$ cat src/rtl/dlx_alu_pkg.sv
// rtl/dlx_alu_pkg.sv - op codes, FSM states and op classification for dlx_alu_mc (DLX_ALU_DIV_EN)
package dlx_alu_pkg;

  typedef enum logic [4:0] {
    ALU_LHI    = 5'd0,
    ALU_ADD    = 5'd1,
    ALU_SUB    = 5'd2,
    ALU_AND    = 5'd3,
    ALU_OR     = 5'd4,
    ALU_XOR    = 5'd5,
    ALU_SLL    = 5'd6,
    ALU_SRL    = 5'd7,
    ALU_SELZ   = 5'd8,
    ALU_SELNZ  = 5'd9,
    ALU_SEQ    = 5'd10,
    ALU_SLE    = 5'd11,
    ALU_SLT    = 5'd12,
    ALU_SNE    = 5'd13,
    ALU_SRA    = 5'd14,
    ALU_ADD4   = 5'd15,
    ALU_SELZ4  = 5'd16,
    ALU_SELNZ4 = 5'd17,
    ALU_SLEU   = 5'd18,
    ALU_SLTU   = 5'd19,
    ALU_MUL    = 5'd20,
    ALU_MULHU  = 5'd21,
    ALU_DIVU   = 5'd22,
    ALU_REMU   = 5'd23
  } alu_op_e;

  typedef enum logic {
    IDLE = 1'b0,
    BUSY = 1'b1
  } alu_state_e;

  // Without the divider, DIVU/REMU fall back to the single-cycle illegal path.
  function automatic logic is_multicycle(alu_op_e op);
`ifdef DLX_ALU_DIV_EN
    return (op == ALU_MUL) || (op == ALU_MULHU) || (op == ALU_DIVU) || (op == ALU_REMU);
`else
    return (op == ALU_MUL) || (op == ALU_MULHU);
`endif
  endfunction

endpackage

$ cat src/rtl/dlx_muldiv_iter.sv
// rtl/dlx_muldiv_iter.sv - iterative shift-add multiplier / restoring divider (divider under DLX_ALU_DIV_EN)
module dlx_muldiv_iter
  import dlx_alu_pkg::*;
#(
  parameter int WIDTH = 32
) (
  input  logic             clk,
  input  logic             rst,
  input  logic             start,
  input  logic [4:0]       op,
  input  logic [WIDTH-1:0] a,
  input  logic [WIDTH-1:0] b,
  output logic             done,
  output logic [WIDTH-1:0] lo,
  output logic [WIDTH-1:0] hi,
  output logic             dz
);

  localparam int CW = $clog2(WIDTH) + 1;

  logic [CW-1:0]    cnt;
  logic             busy;
  logic             is_div;
  logic             dz_q;
  logic [WIDTH-1:0] acc;
  logic [WIDTH-1:0] sr;
  logic [WIDTH-1:0] b_q;
  logic [WIDTH:0]   add_sum;

  assign add_sum = {1'b0, acc} + {1'b0, b_q};

`ifdef DLX_ALU_DIV_EN
  logic [WIDTH:0] trial;
  logic [WIDTH:0] trial_sub;
  logic           take;

  assign trial     = {acc, sr[WIDTH-1]};
  assign trial_sub = trial - {1'b0, b_q};
  assign take      = (trial >= {1'b0, b_q});
`endif

  always_ff @(posedge clk) begin
    if (rst) begin
      busy   <= 1'b0;
      cnt    <= '0;
      is_div <= 1'b0;
      dz_q   <= 1'b0;
      acc    <= '0;
      sr     <= '0;
      b_q    <= '0;
    end else if (start) begin
      busy   <= 1'b1;
      cnt    <= CW'(WIDTH);
      is_div <= (op == ALU_DIVU) || (op == ALU_REMU);
      dz_q   <= ((op == ALU_DIVU) || (op == ALU_REMU)) && (b == '0);
      acc    <= '0;
      sr     <= a;
      b_q    <= b;
    end else if (busy) begin
      if (cnt != '0) begin
        cnt <= cnt - 1'b1;
        // acc/sr hold {hi,lo} for multiply and {remainder,quotient} for divide
        if (is_div) begin
`ifdef DLX_ALU_DIV_EN
          acc <= take ? trial_sub[WIDTH-1:0] : trial[WIDTH-1:0];
          sr  <= {sr[WIDTH-2:0], take};
`endif
        end else if (sr[0]) begin
          {acc, sr} <= {add_sum, sr[WIDTH-1:1]};
        end else begin
          {acc, sr} <= {1'b0, acc, sr[WIDTH-1:1]};
        end
      end else begin
        busy <= 1'b0;
      end
    end
  end

  assign done = busy && (cnt == '0);
  assign lo   = sr;
  assign hi   = acc;
  assign dz   = dz_q;

endmodule

$ cat src/rtl/dlx_alu_mc.sv
// rtl/dlx_alu_mc.sv - multi-cycle DLX execute ALU top; DLX_ALU_DIV_EN enables DIVU/REMU
module dlx_alu_mc
  import dlx_alu_pkg::*;
#(
  parameter int WIDTH = 32
) (
  input  logic             clk,
  input  logic             rst,
  input  logic             in_valid,
  output logic             in_ready,
  input  logic [4:0]       op,
  input  logic [WIDTH-1:0] op1,
  input  logic [WIDTH-1:0] op2,
  output logic             out_valid,
  output logic [WIDTH-1:0] res,
  output logic             carry,
  output logic             ovf,
  output logic             z,
  output logic             dz
);

  localparam int SHW = $clog2(WIDTH);
  localparam int MSB = WIDTH - 1;

  alu_state_e       state;
  alu_op_e          op_q;
  logic             multi;
  logic             md_start;
  logic             md_done;
  logic             md_dz;
  logic [WIDTH-1:0] md_lo;
  logic [WIDTH-1:0] md_hi;
  logic [WIDTH-1:0] md_res;
  logic [WIDTH:0]   sum;
  logic [WIDTH:0]   dif;
  logic [SHW-1:0]   sh;
  logic [WIDTH-1:0] sc_res;
  logic             sc_carry;
  logic             sc_ovf;

  function automatic logic [WIDTH-1:0] zx(input logic bit_in);
    return {{(WIDTH-1){1'b0}}, bit_in};
  endfunction

  assign multi    = is_multicycle(alu_op_e'(op));
  assign in_ready = (state == IDLE);
  assign md_start = in_valid && in_ready && multi;
  assign sum      = {1'b0, op1} + {1'b0, op2};
  assign dif      = {1'b0, op1} - {1'b0, op2};
  assign sh       = op2[SHW-1:0];
  assign md_res   = ((op_q == ALU_MUL) || (op_q == ALU_DIVU)) ? md_lo : md_hi;

  dlx_muldiv_iter #(.WIDTH(WIDTH)) u_muldiv (
    .clk   (clk),
    .rst   (rst),
    .start (md_start),
    .op    (op),
    .a     (op1),
    .b     (op2),
    .done  (md_done),
    .lo    (md_lo),
    .hi    (md_hi),
    .dz    (md_dz)
  );

  // Multi-cycle and unassigned codes land in default and produce zero.
  always_comb begin
    sc_res   = '0;
    sc_carry = 1'b0;
    sc_ovf   = 1'b0;
    case (alu_op_e'(op))
      ALU_LHI:    sc_res = op2 << (WIDTH / 2);
      ALU_ADD: begin
        {sc_carry, sc_res} = sum;
        sc_ovf = (op1[MSB] == op2[MSB]) && (sum[MSB] != op1[MSB]);
      end
      ALU_SUB: begin
        {sc_carry, sc_res} = dif;
        sc_ovf = (op1[MSB] != op2[MSB]) && (dif[MSB] != op1[MSB]);
      end
      ALU_AND:    sc_res = op1 & op2;
      ALU_OR:     sc_res = op1 | op2;
      ALU_XOR:    sc_res = op1 ^ op2;
      ALU_SLL:    sc_res = op1 << sh;
      ALU_SRL:    sc_res = op1 >> sh;
      ALU_SRA:    sc_res = WIDTH'($signed(op1) >>> sh);
      ALU_SELZ:   sc_res = (op1 == '0) ? op2 : '0;
      ALU_SELNZ:  sc_res = (op1 != '0) ? op2 : '0;
      ALU_SEQ:    sc_res = zx(op1 == op2);
      ALU_SNE:    sc_res = zx(op1 != op2);
      ALU_SLE:    sc_res = zx($signed(op1) <= $signed(op2));
      ALU_SLT:    sc_res = zx($signed(op1) < $signed(op2));
      ALU_ADD4:   sc_res = op1 + WIDTH'(4);
      ALU_SELZ4:  sc_res = (op1 == '0) ? op2 : WIDTH'(4);
      ALU_SELNZ4: sc_res = (op1 != '0) ? op2 : WIDTH'(4);
      ALU_SLEU:   sc_res = zx(op1 <= op2);
      ALU_SLTU:   sc_res = zx(op1 < op2);
      default:    sc_res = '0;
    endcase
  end

  always_ff @(posedge clk) begin
    if (rst) begin
      state     <= IDLE;
      op_q      <= ALU_LHI;
      res       <= '0;
      carry     <= 1'b0;
      ovf       <= 1'b0;
      z         <= 1'b0;
      dz        <= 1'b0;
      out_valid <= 1'b0;
    end else begin
      out_valid <= 1'b0;
      case (state)
        IDLE: begin
          if (in_valid) begin
            if (multi) begin
              state <= BUSY;
              op_q  <= alu_op_e'(op);
            end else begin
              res       <= sc_res;
              carry     <= sc_carry;
              ovf       <= sc_ovf;
              z         <= (sc_res == '0);
              dz        <= 1'b0;
              out_valid <= 1'b1;
            end
          end
        end
        BUSY: begin
          if (md_done) begin
            res       <= md_res;
            carry     <= 1'b0;
            ovf       <= 1'b0;
            z         <= (md_res == '0);
            dz        <= md_dz;
            out_valid <= 1'b1;
            state     <= IDLE;
          end
        end
        default: state <= IDLE;
      endcase
    end
  end

endmodule

$ cat config.mk
export PLATFORM = sky130hd
export DESIGN_NAME = dlx_alu_mc
export DESIGN_NICKNAME = d
export VERILOG_FILES = /design/src/rtl/dlx_alu_pkg.sv /design/src/rtl/dlx_muldiv_iter.sv /design/src/rtl/dlx_alu_mc.sv
export SDC_FILE = /design/constraint.sdc
export NUM_CORES = 1
export LEC_CHECK = 0
export ABC_AREA = 0
export BUFFER_PORTS_ARGS = -buffer_cell sky130_fd_sc_hd__buf_2
export CORE_MARGIN = 4
export CORE_UTILIZATION = 35
export DETAILED_ROUTE_END_ITERATION = 16
export REMOVE_ABC_BUFFERS = 1
export SYNTH_ARGS = -nofsm -noshare
export SYNTH_HDL_FRONTEND = slang
export SYNTH_SLANG_ARGS = --single-unit
$ cat constraint.sdc
create_clock -name clk -period 10.2 [get_ports clk]
set_clock_uncertainty 0.1 [all_clocks]
set_input_delay 1.02 -clock clk [delete_from_list [all_inputs] [get_ports clk]]
set_output_delay 1.02 -clock clk [all_outputs]
set_load 0.02 [all_outputs]
* Yosys cells after proc, flatten, opt, wreduce, memory -nomap -nowiden
Cells that the tools add are included.
** Word-level totals
- Bits in registers :: 148
- Latch bits :: 0
- Bits in writable memories :: 0
- Bits in read-only memories :: 0
- Input port bits :: 72
- Output and inout bits :: 38
- Logic and storage cells :: 141
- Memories :: 0
** Operators by class
- Add/sub/neg operators :: 5
- Multipliers :: 0
- Divide/modulo/power cells :: 0
- Order comparisons :: 4
- Equal/unequal tests :: 35
- Shift operators :: 3
- Mux-type cells :: 47
- Bitwise logic cells :: 5
- Reduce and logical (&&, ||, !) cells :: 26
** Operators with widths (number)
- 32-bit case mux with 20 select lines :: 1
- 32-bit 2-to-1 mux :: 14
- 32-bit logical NOT :: 4
- 32-bit by 32-bit adder with 33-bit output :: 2
- 32-bit less-or-equal comparator :: 2
- 32-bit < comparator :: 2
- 32-bit case mux with 2 select lines :: 1
- 5-bit == test (second input constant) :: 10
- 5-bit by 4-bit == test with 1-bit output (second input constant) :: 8
- 32-bit by 32-bit subtractor with 33-bit output :: 1
- 32-bit by 3-bit adder with 32-bit output (second input constant) :: 1
- 32-bit bitwise AND :: 1
- 32-bit == test :: 1
- 32-bit inequality test :: 1
- 32-bit bitwise OR :: 1
- 32-bit nonzero test :: 1
- 32-bit by 5-bit << shifter with 32-bit output :: 1
- 32-bit by 5-bit right shift with 32-bit output :: 1
- 32-bit by 5-bit >>> shifter with 32-bit output :: 1
- 32-bit bitwise XOR :: 1
- 5-bit by 3-bit == test with 1-bit output (second input constant) :: 4
- 1-bit 2-to-1 mux :: 20
- 6-bit 2-to-1 mux :: 3
- 1-bit case mux with 2 select lines :: 8
- 17 further kinds :: 35

* Depth between registers and ports, before layout
Gate-level depths: netlist (run 1).
- Depth in word-level cells :: 7
- Gate-level depth with buffers :: 20
- Depth with buffers taken out :: 17

* Cells and area by module
A second synthesis (run 1) with hierarchy kept.
** Second synthesis, totals
- Cell total of the unflattened synthesis :: 2752
- Area total of the unflattened synthesis :: 19458.7 um2
** Modules (own cells, without submodules)
- dlx_alu_mc :: instances 1, cells each 1983, area an instance 13387.8 um2, sequential area each 840.8 um2
- dlx_muldiv_iter :: instances 1, cells each 769, area an instance 6070.8 um2, sequential area each 2102.0 um2

* Worst setup path before layout (run 1)
OpenSTA, ideal clock, no wires.
- Kind :: input port to flip-flop
- Start :: in op2[2]
- End :: reg z
- Library setup time :: 0.059 ns
- Data arrival time :: 5.404 ns
- Slack :: 4.637 ns
- Stages :: 20
- Cells stage by stage :: buf_2 -> buf_2 -> inv_1 -> buf_2 -> buf_1 -> clkbuf_1 -> ha_1 -> a211oi_1 -> nor3_1 -> a221o_1 -> nand2_1 -> o2111ai_1 -> a2111o_1 -> or4_1 -> nor4_1 -> nand4_1 -> nor4_1 -> nand4b_1 -> nor4_2 -> a31o_1
** On the way
- Longest elaborated chain between the ends :: 6
- Elaborated cells between the ends (all ways) :: 23
- Classes of those cells :: add/sub (2); order compare (4); eq/ne (2); shift (3); mux (8); bitwise (3); reduce/logical (1)
** RTL lines
- start: declaration :: line dlx_alu_mc.sv:13 : input logic [WIDTH-1:0] op2,
- 32-bit by 32-bit subtractor with 33-bit output, or another cell as far along :: line dlx_alu_mc.sv:49 : assign dif = {1'b0, op1} - {1'b0, op2};
- 32-bit case mux with 20 select lines (*) :: line dlx_alu_mc.sv:71 : case (alu_op_e'(op))
- 32-bit logical NOT (*) :: line dlx_alu_mc.sv:124 : z <= (sc_res == '0);
- 1-bit 2-to-1 mux (*) :: line dlx_alu_mc.sv:117 : if (multi) begin
- 1-bit 2-to-1 mux (*) :: line dlx_alu_mc.sv:116 : if (in_valid) begin
- 1-bit case mux with 2 select lines (*) :: line dlx_alu_mc.sv:114 : case (state)
- end signal: assignment :: line dlx_alu_mc.sv:124
- end signal: assignment :: line dlx_alu_mc.sv:135 : z <= (md_res == '0);
- end: declaration :: line dlx_alu_mc.sv:18 : output logic z,
Every way passes the cells marked *; elsewhere a longest branch is shown, timed or not. The select of a mux whose other input is x is not followed.
A chain may end at the register's enable or synchronous reset.

* Worst setup path after layout (run 1)
- Start :: in op2[4]
- End :: reg res[28]
** On the way
- Longest elaborated chain between the ends :: 5
- Elaborated cells between the ends (all ways) :: 9
- Classes of those cells :: add/sub (2); shift (3); mux (4)
** RTL lines
- 32-bit by 32-bit subtractor with 33-bit output, or another cell as far along :: line dlx_alu_mc.sv:49
- 32-bit case mux with 20 select lines (*) :: line dlx_alu_mc.sv:71
- 32-bit 2-to-1 mux (*) :: line dlx_alu_mc.sv:117
- 32-bit 2-to-1 mux (*) :: line dlx_alu_mc.sv:116
- 32-bit case mux with 2 select lines (*) :: line dlx_alu_mc.sv:114
- end signal: assignment :: line dlx_alu_mc.sv:121 : res <= sc_res;
- end signal: assignment :: line dlx_alu_mc.sv:132 : res <= md_res;
- end: declaration :: line dlx_alu_mc.sv:15 : output logic [WIDTH-1:0] res,
Marked as above.

==> results of run 1 <==
cell usage after synthesis (23+ instances only):
master,n,area share [%]
a211oi_1,56,2.2
a21o_1,32,1.3
a21oi_1,225,5.9
a221oi_1,29,1.3
a22oi_1,29,1.1
a311oi_1,35,1.6
a31oi_1,29,0.95
buf_1,26,0.51
buf_2,26,0.68
clkbuf_1,174,3.4
dfxtp_1,147,15
ha_1,133,8.7
inv_1,112,2.2
mux2_2,31,1.8
mux2i_1,113,5.9
mux4_2,44,5.2
nand2_1,369,7.2
nand2b_1,23,0.75
nand3_1,69,1.8
nand4_1,41,1.3
nor2_1,257,5.0
nor2b_1,26,0.85
nor3_1,57,1.5
nor4_1,34,1.1
o211ai_1,49,1.9
o21ai_0,137,3.6
xnor2_1,61,2.8
power by group through the flow:
stage | registers (mW) | logic (mW) | clock network (mW)
2_1_floorplan | 0.624 | 0.393 | 0
3_3_place_gp | 0.611 | 0.734 | 0
3_5_place_dp | 0.611 | 0.732 | 0
4_1_cts | 0.598 | 0.735 | 0.686
5_1_grt | 0.600 | 0.799 | 0.714
6_report | 0.599 | 0.762 | 0.676
cell type report:
| cell class | instances | area, sq um |
|---|---|---|
| Clock buffer | 19 | 443 |
| Clock inverter | 13 | 169 |
| Fill cell | 5818 | 33400 |
| Inverter | 115 | 432 |
| Multi-Input combinational cell | 2183 | 14900 |
| Sequential cell | 147 | 2950 |
| Tap cell | 696 | 871 |
| Timing Repair Buffer | 156 | 906 |
routing by layer:
metal  track usage (%)  share of wire (%)
met1              44.1                 41
met2              51.8                 44
met3              7.63                 10
met4              13.7                4.8
met5             0.408              0.069
registers in the layout, summed over array words and instances (netlist names), 4 cells and up:
register	count
res	32
u_muldiv.b_q	32
u_muldiv.hi	32
u_muldiv.lo	32
u_muldiv.cnt	6
op_q	4
layout by cell type, fill, tap and decap left out, drive strengths merged, types with 9 or more instances in the layout:
cell type,netlist,layout
o211ai,49,49
xnor2,61,61
nand2,369,369
a21oi,225,225
o31ai,17,17
o221ai,14,14
a211o,13,13
nor4,35,35
nand3,69,69
a31oi,29,29
a221oi,29,29
mux2i,113,113
mux2,32,32
o22ai,14,14
a311oi,35,35
a32oi,9,9
nor2,257,257
or3,17,17
and3,13,13
ha,133,133
o2111ai,15,15
a211oi,57,57
a21o,32,32
o311ai,12,12
o21ai,137,137
and2,19,19
a2111oi,10,10
nor3,57,57
nand4,41,41
buf,55,156
nor2b,26,26
o21a,14,14
dfxtp,147,147
nand2b,23,23
mux4,50,50
a221o,13,13
a22oi,30,30
inv,113,120
clkbuf,174,19
o21bai,9,9
worst reg2reg max path, delay by kind of cell, from the launching register on:
kind / cells / cell delay (ns)
simple gates: 8 / 2.76
buf+inv: 4 / 1.15
compound gates: 2 / 0.43
flops: 1 / 0.31
through the flow:
stage               hold slack (ns)  cells  setup WS [ns]  area (sq um)  total power, mW
floorplan                     0.321   2445           4.07         18200             1.02
global placement              0.338   3297           3.35         20100             1.34
detailed placement            0.343   3297           3.34         20100             1.34
CTS                           0.351   3329           3.79         20700             2.02
global route                  0.374   3329           3.51         20700             2.11
finish                        0.348   3329           3.58         20700             2.04
cell families (layout without fill, tap and decap cells):
group / count (synthesis) / after routing / synth area share [%]
AO/OA/AOI/OAI: 823 / 823 / 29.0
AND/OR/NAND/NOR: 962 / 962 / 22.8
adder cells (fa/ha/maj): 136 / 136 / 8.99
buffers and inverters: 344 / 303 / 7.07
XOR/XNOR: 67 / 67 / 3.06
flip-flops: 147 / 147 / 15.4
multiplexers: 195 / 195 / 13.8
worst max path at each step:
stage            start       to  slack, ns
4_1_cts         op2[1]        z       3.79
3_3_place_gp    op2[1]        z       3.35
3_5_place_dp    op2[1]        z       3.34
6_report        op2[4]  res[28]       3.58
2_1_floorplan  op_q[4]        z       4.07
5_1_grt         op2[4]        z       3.51
==> run_results.csv, run 1 <==
group,metric,value,unit
outcome,status,"complete, no violations",
sta,layout_min_cycle_time,6.62,ns
sta,finalHoldViolations,0,
clock_network,hold_buffers,0,
floorplan,num_rows,85,
hold_path,whs_path_depth,2,
setup_path,timing.rr.start,"state",
cells_and_area,fin_nets,2828,
hold_path,hold_class,"register to register",
drt,drc_errors,0,
sta,setup_viol,0,
sta,slew_headroom,21.4,%
setup_path,critPathLaunchType,"primary input",
synth,syn_area,0.0192,sq mm
drt,drt_first_pass_iters,6,
setup_path,rrSetupSlack,5.42,ns
pwr,power.switching,0.819,mW
pwr,intPower,1.22,mW
clock_network,htreeDepth,4,
clock_network,clock_path_buffers,2,
sta,post-route-period-util,64.9,%
placement,hpwl,75800,um
setup_path,arrival,6.81,ns
clock_network,clkSinkCount,147,
clock_network,insertion_delay,0.46,ns
placement,place_congestion,1.02,
floorplan,die-area,0.0586,sq mm
sta,worst_pin_slew,1.15,ns
pwr,p_seq_share,29.4,%
setup_path,crit_top_cell,"a21oi_1",
pwr,p_per_area,98.5,mW/mm^2
clock_network,post_cts_resized,0,
setup_path,critPathSlowestCell,"o21ai_0",
synth,async_flop_share,0,%
global_route,grt_overflow,0,
cells_and_area,syn2layout_area_growth,7.86,%
global_route,grt_max_degree,89,
clock_network,clkTransAtPathRegs,0.06,ns
clock_network,postCtsSetupBuffers,0,
setup_path,reg2regPathDepth,14,
global_route,grt_pass1_wl,149000,um
cells_and_area,layout-drive-gt1-share,11.2,%
setup_path,worst_path_largest_cell_delay,0.82,ns
drt,viasPerCell,6.74,
drt,finalWirelength,102000,um
global_route,antenna_found_initial,6,
pwr,p_sw_share,40.2,%
synth,syn_inst,2674,
pwr,peakVddDrop,0.000133,V
setup_path,cp_top_family,"compound AO/OA/AOI/OAI gates",
clock_network,cts_tree,"done",
synth,ys_seq_area_share,15.4,%
drt,wire_per_inst,30.6,um
hold_path,min_from,"res[20]",
setup_path,crit_fanout,45,
sta,fin_tns_setup,0,ns
floorplan,die_y,242,um
clock_network,cts_buffers,17,
setup_path,reg2reg_to,"z",
setup_path,cp_num_buf_inv,4,
floorplan,die_w,242,um
synth,synth-edff-count,0,
setup_path,criticalPathCategory,"primary input to register",
job,cap_violations,0,
drt,drt_iter0_markers,2711,
hold_path,hold_end,"res[20]",
drt,vias,22400,
pwr,p_clk_share,33.2,%
synth,synth_cell_types,84,
setup_path,end_kind,"register",
floorplan,core,0.0540,sq mm
sta,fmax,151,MHz
global_route,grt_usage,33.2,%
cells_and_area,final_core_util,38.3,%
synth,postSynthAreaPerCell,7.17,sq um
setup_path,path_cells,"buf_2, buf_4, inv_1, buf_4, ha_1, nor4_1, o31ai_1, a41oi_1, a31oi_1, o21ai_0, a21oi_1, nor2b_1, nor3_1, a221oi_1, a21oi_1, nor3_1, a21o_1, a21oi_1",
synth,synth_seq_cells,147,
synth,ys_warn_count,0,
global_route,grt_pass1_vias,21300,
sta,rsz0062_at_grt,"false",
drt,ant_nets,0,
floorplan,io_pins,110,
floorplan,start_util,35.5,%
pwr,power.leakage,7.91,nW
setup_path,path_depth,18,
cells_and_area,diodes,0,
setup_path,cp.required,10.39,ns
placement,place.port_buffers,109,
pwr,combPwrFrac,37.4,%
sta,drv_slew,0,
synth,ys.flop_type,"dfxtp_1",
clock_network,cts_root_buffer,"clkbuf_16",
No activity file was read; power rests on OpenSTA's default activity.
==> run 2: changes to the inputs <==
==> constraint.sdc (replaced) <==
create_clock -name clk -period 6.6 [get_ports clk]
set_clock_uncertainty 0.1 [all_clocks]
set_input_delay 0.66 -clock clk [delete_from_list [all_inputs] [get_ports clk]]
set_output_delay 0.66 -clock clk [all_outputs]
set_load 0.02 [all_outputs]
==> run_results.csv, run 2 (synthesis gave the netlist of run 1 again) <==
group,metric,value,unit
drt,wire_per_inst,30.0,um
floorplan,core,0.0540,sq mm
clock_network,clkTransAtPathRegs,0.07,ns
global_route,antenna_found_initial,3,
cells_and_area,layout_commonest_cell,"nand2_1",
clock_network,postCtsSetupBuffers,0,
setup_path,rrSetupSlack,1.41,ns
clock_network,cts_tree,"done",
sta,fmax,183,MHz
cells_and_area,layout-drive-gt1-share,12.4,%
drt,finalWirelength,101000,um
setup_path,cp_top_family,"simple AND/OR/NAND/NOR gates",
clock_network,clock_path_buffers,2,
hold_path,min_from,"res[9]",
setup_path,crit_fanout,44,
setup_path,crit_top_cell,"nor4_1",
setup_path,reg2reg_to,"u_muldiv.hi[29]",
outcome,status,"complete, no violations",
sta,finalHoldViolations,0,
global_route,grt_pass1_wl,147000,um
clock_network,cts_root_buffer,"clkbuf_16",
sta,slew_headroom,16.1,%
global_route,grt_max_degree,102,
placement,place_congestion,1.07,
sta,rsz0062_at_grt,"false",
sta,fin_tns_setup,0,ns
global_route,grt_pass1_vias,21500,
cells_and_area,layout_common_cells,"369 x nand2_1, 252 x nor2_1, 225 x a21oi_1",
floorplan,die-area,0.0586,sq mm
clock_network,hold_buffers,0,
setup_path,path_cells,"buf_2, buf_12, mux4_2, a22oi_2, o32ai_1, or3_1, a211o_1, a2111oi_0, nand3_1, nor4_1, nand4_1, nor4_1, nand4b_1, nor4_2, a31o_1",
hold_path,hold_end,"res[9]",
clock_network,cts_buffers,17,
drt,drt_iter0_markers,3185,
placement,place.port_buffers,109,
sta,setup_viol,0,
sta,layout_min_cycle_time,5.47,ns
floorplan,start_util,35.5,%
hold_path,hold_class,"register to register",
setup_path,critPathSlowestCell,"a2111oi_0",
pwr,peakVddDrop,0.000212,V
setup_path,cp.required,6.90,ns
setup_path,critPathLaunchType,"primary input",
sta,drv_slew,0,
cells_and_area,syn2layout_area_growth,9.52,%
setup_path,end_kind,"register",
sta,post-route-period-util,82.9,%
clock_network,insertion_delay,0.47,ns
pwr,p_per_area,149,mW/mm^2
clock_network,clkSinkCount,147,
drt,drc_errors,0,
hold_path,whs_path_depth,2,
cells_and_area,fin_nets,2864,
job,cap_violations,0,
global_route,grt_usage,32.9,%
floorplan,die_y,242,um
pwr,power.leakage,8.09,nW
clock_network,post_cts_resized,0,
drt,viasPerCell,6.71,
clock_network,htreeDepth,4,
floorplan,io_pins,110,
setup_path,timing.rr.start,"u_muldiv.hi[0]",
sta,fin_hold_ws,0.349,ns
drt,drt_first_pass_iters,6,
setup_path,arrival,5.77,ns
placement,hpwl,77100,um
setup_path,cp_num_buf_inv,2,
floorplan,num_rows,85,
setup_path,reg2regPathDepth,16,
setup_path,worst_path_largest_cell_delay,0.62,ns
global_route,grt_overflow,0,
drt,ant_nets,0,
setup_path,criticalPathCategory,"primary input to register",
floorplan,die_w,242,um
sta,worst_pin_slew,1.26,ns
drt,vias,22600,
## run 2: where the power goes
group	internal, mW	leakage (nW)	total [mW]	switching (mW)
registers	0.910	1.19	0.927	0.0166
clock network	0.539	0.291	0.995	0.456
logic	0.379	6.61	1.20	0.820
## run 2: layout make-up
class | count | area, sq um
diodes | 3 | 7.51
clock buffers | 18 | 429
clock inverters | 14 | 161
fillers | 5695 | 33000
inverters | 115 | 432
multi-input cells | 2183 | 14900
flip-flops and latches | 147 | 2950
well taps | 696 | 871
repair buffers | 192 | 1240
## run 2: per-stage QoR
stage	utilization, %	setup slack, ns	instances	area (sq um)	power (mW)
finish	38.9	1.13	3368	21000	3.12
global route	38.8	1.05	3365	21000	3.23
CTS	38.8	1.28	3365	21000	3.09
detailed placement	37.8	0.825	3333	20400	2.09
global placement	37.8	0.837	3333	20400	2.10
floorplan	-	0.469	2445	18200	1.57
## run 2: worst max path at each step
stage	cells past startpoint	start	slack (ns)	end
finish	15	op2[0]	1.13	z
global route	15	op2[0]	1.05	z
CTS	15	op2[0]	1.28	z
detailed placement	15	op2[0]	0.83	z
global placement	15	op2[0]	0.84	z
floorplan	7	op_q[4]	0.47	z
## run 2: per-layer routing
layer / routed length, um / part of all wire, % / vias up / track usage, %
met3: 10300 / 10 / 312 / 7.07
met4: 6720 / 6.6 / 2 / 18.1
li1: - / - / 9875 / -
met2: 43400 / 43 / 1473 / 50.2
met1: 40600 / 40 / 10900 / 43.2
met5: 13 / 0.013 / - / 0
## run 2: worst reg2reg max path: stages, from the launching register on
cell       delay, ns
dfxtp_1         0.48
ha_1            0.38
inv_1           0.09
fa_1            0.42
nor2b_1         0.13
o21a_1          0.13
o21ai_0         0.19
a211oi_1        0.46
nor3_1          0.20
a2111oi_0       0.97
o31ai_1         0.38
o21a_1          0.29
nand2b_1        0.18
o21ai_0         0.26
xor2_1          0.17
nand2_1         0.08
a31oi_1         0.19
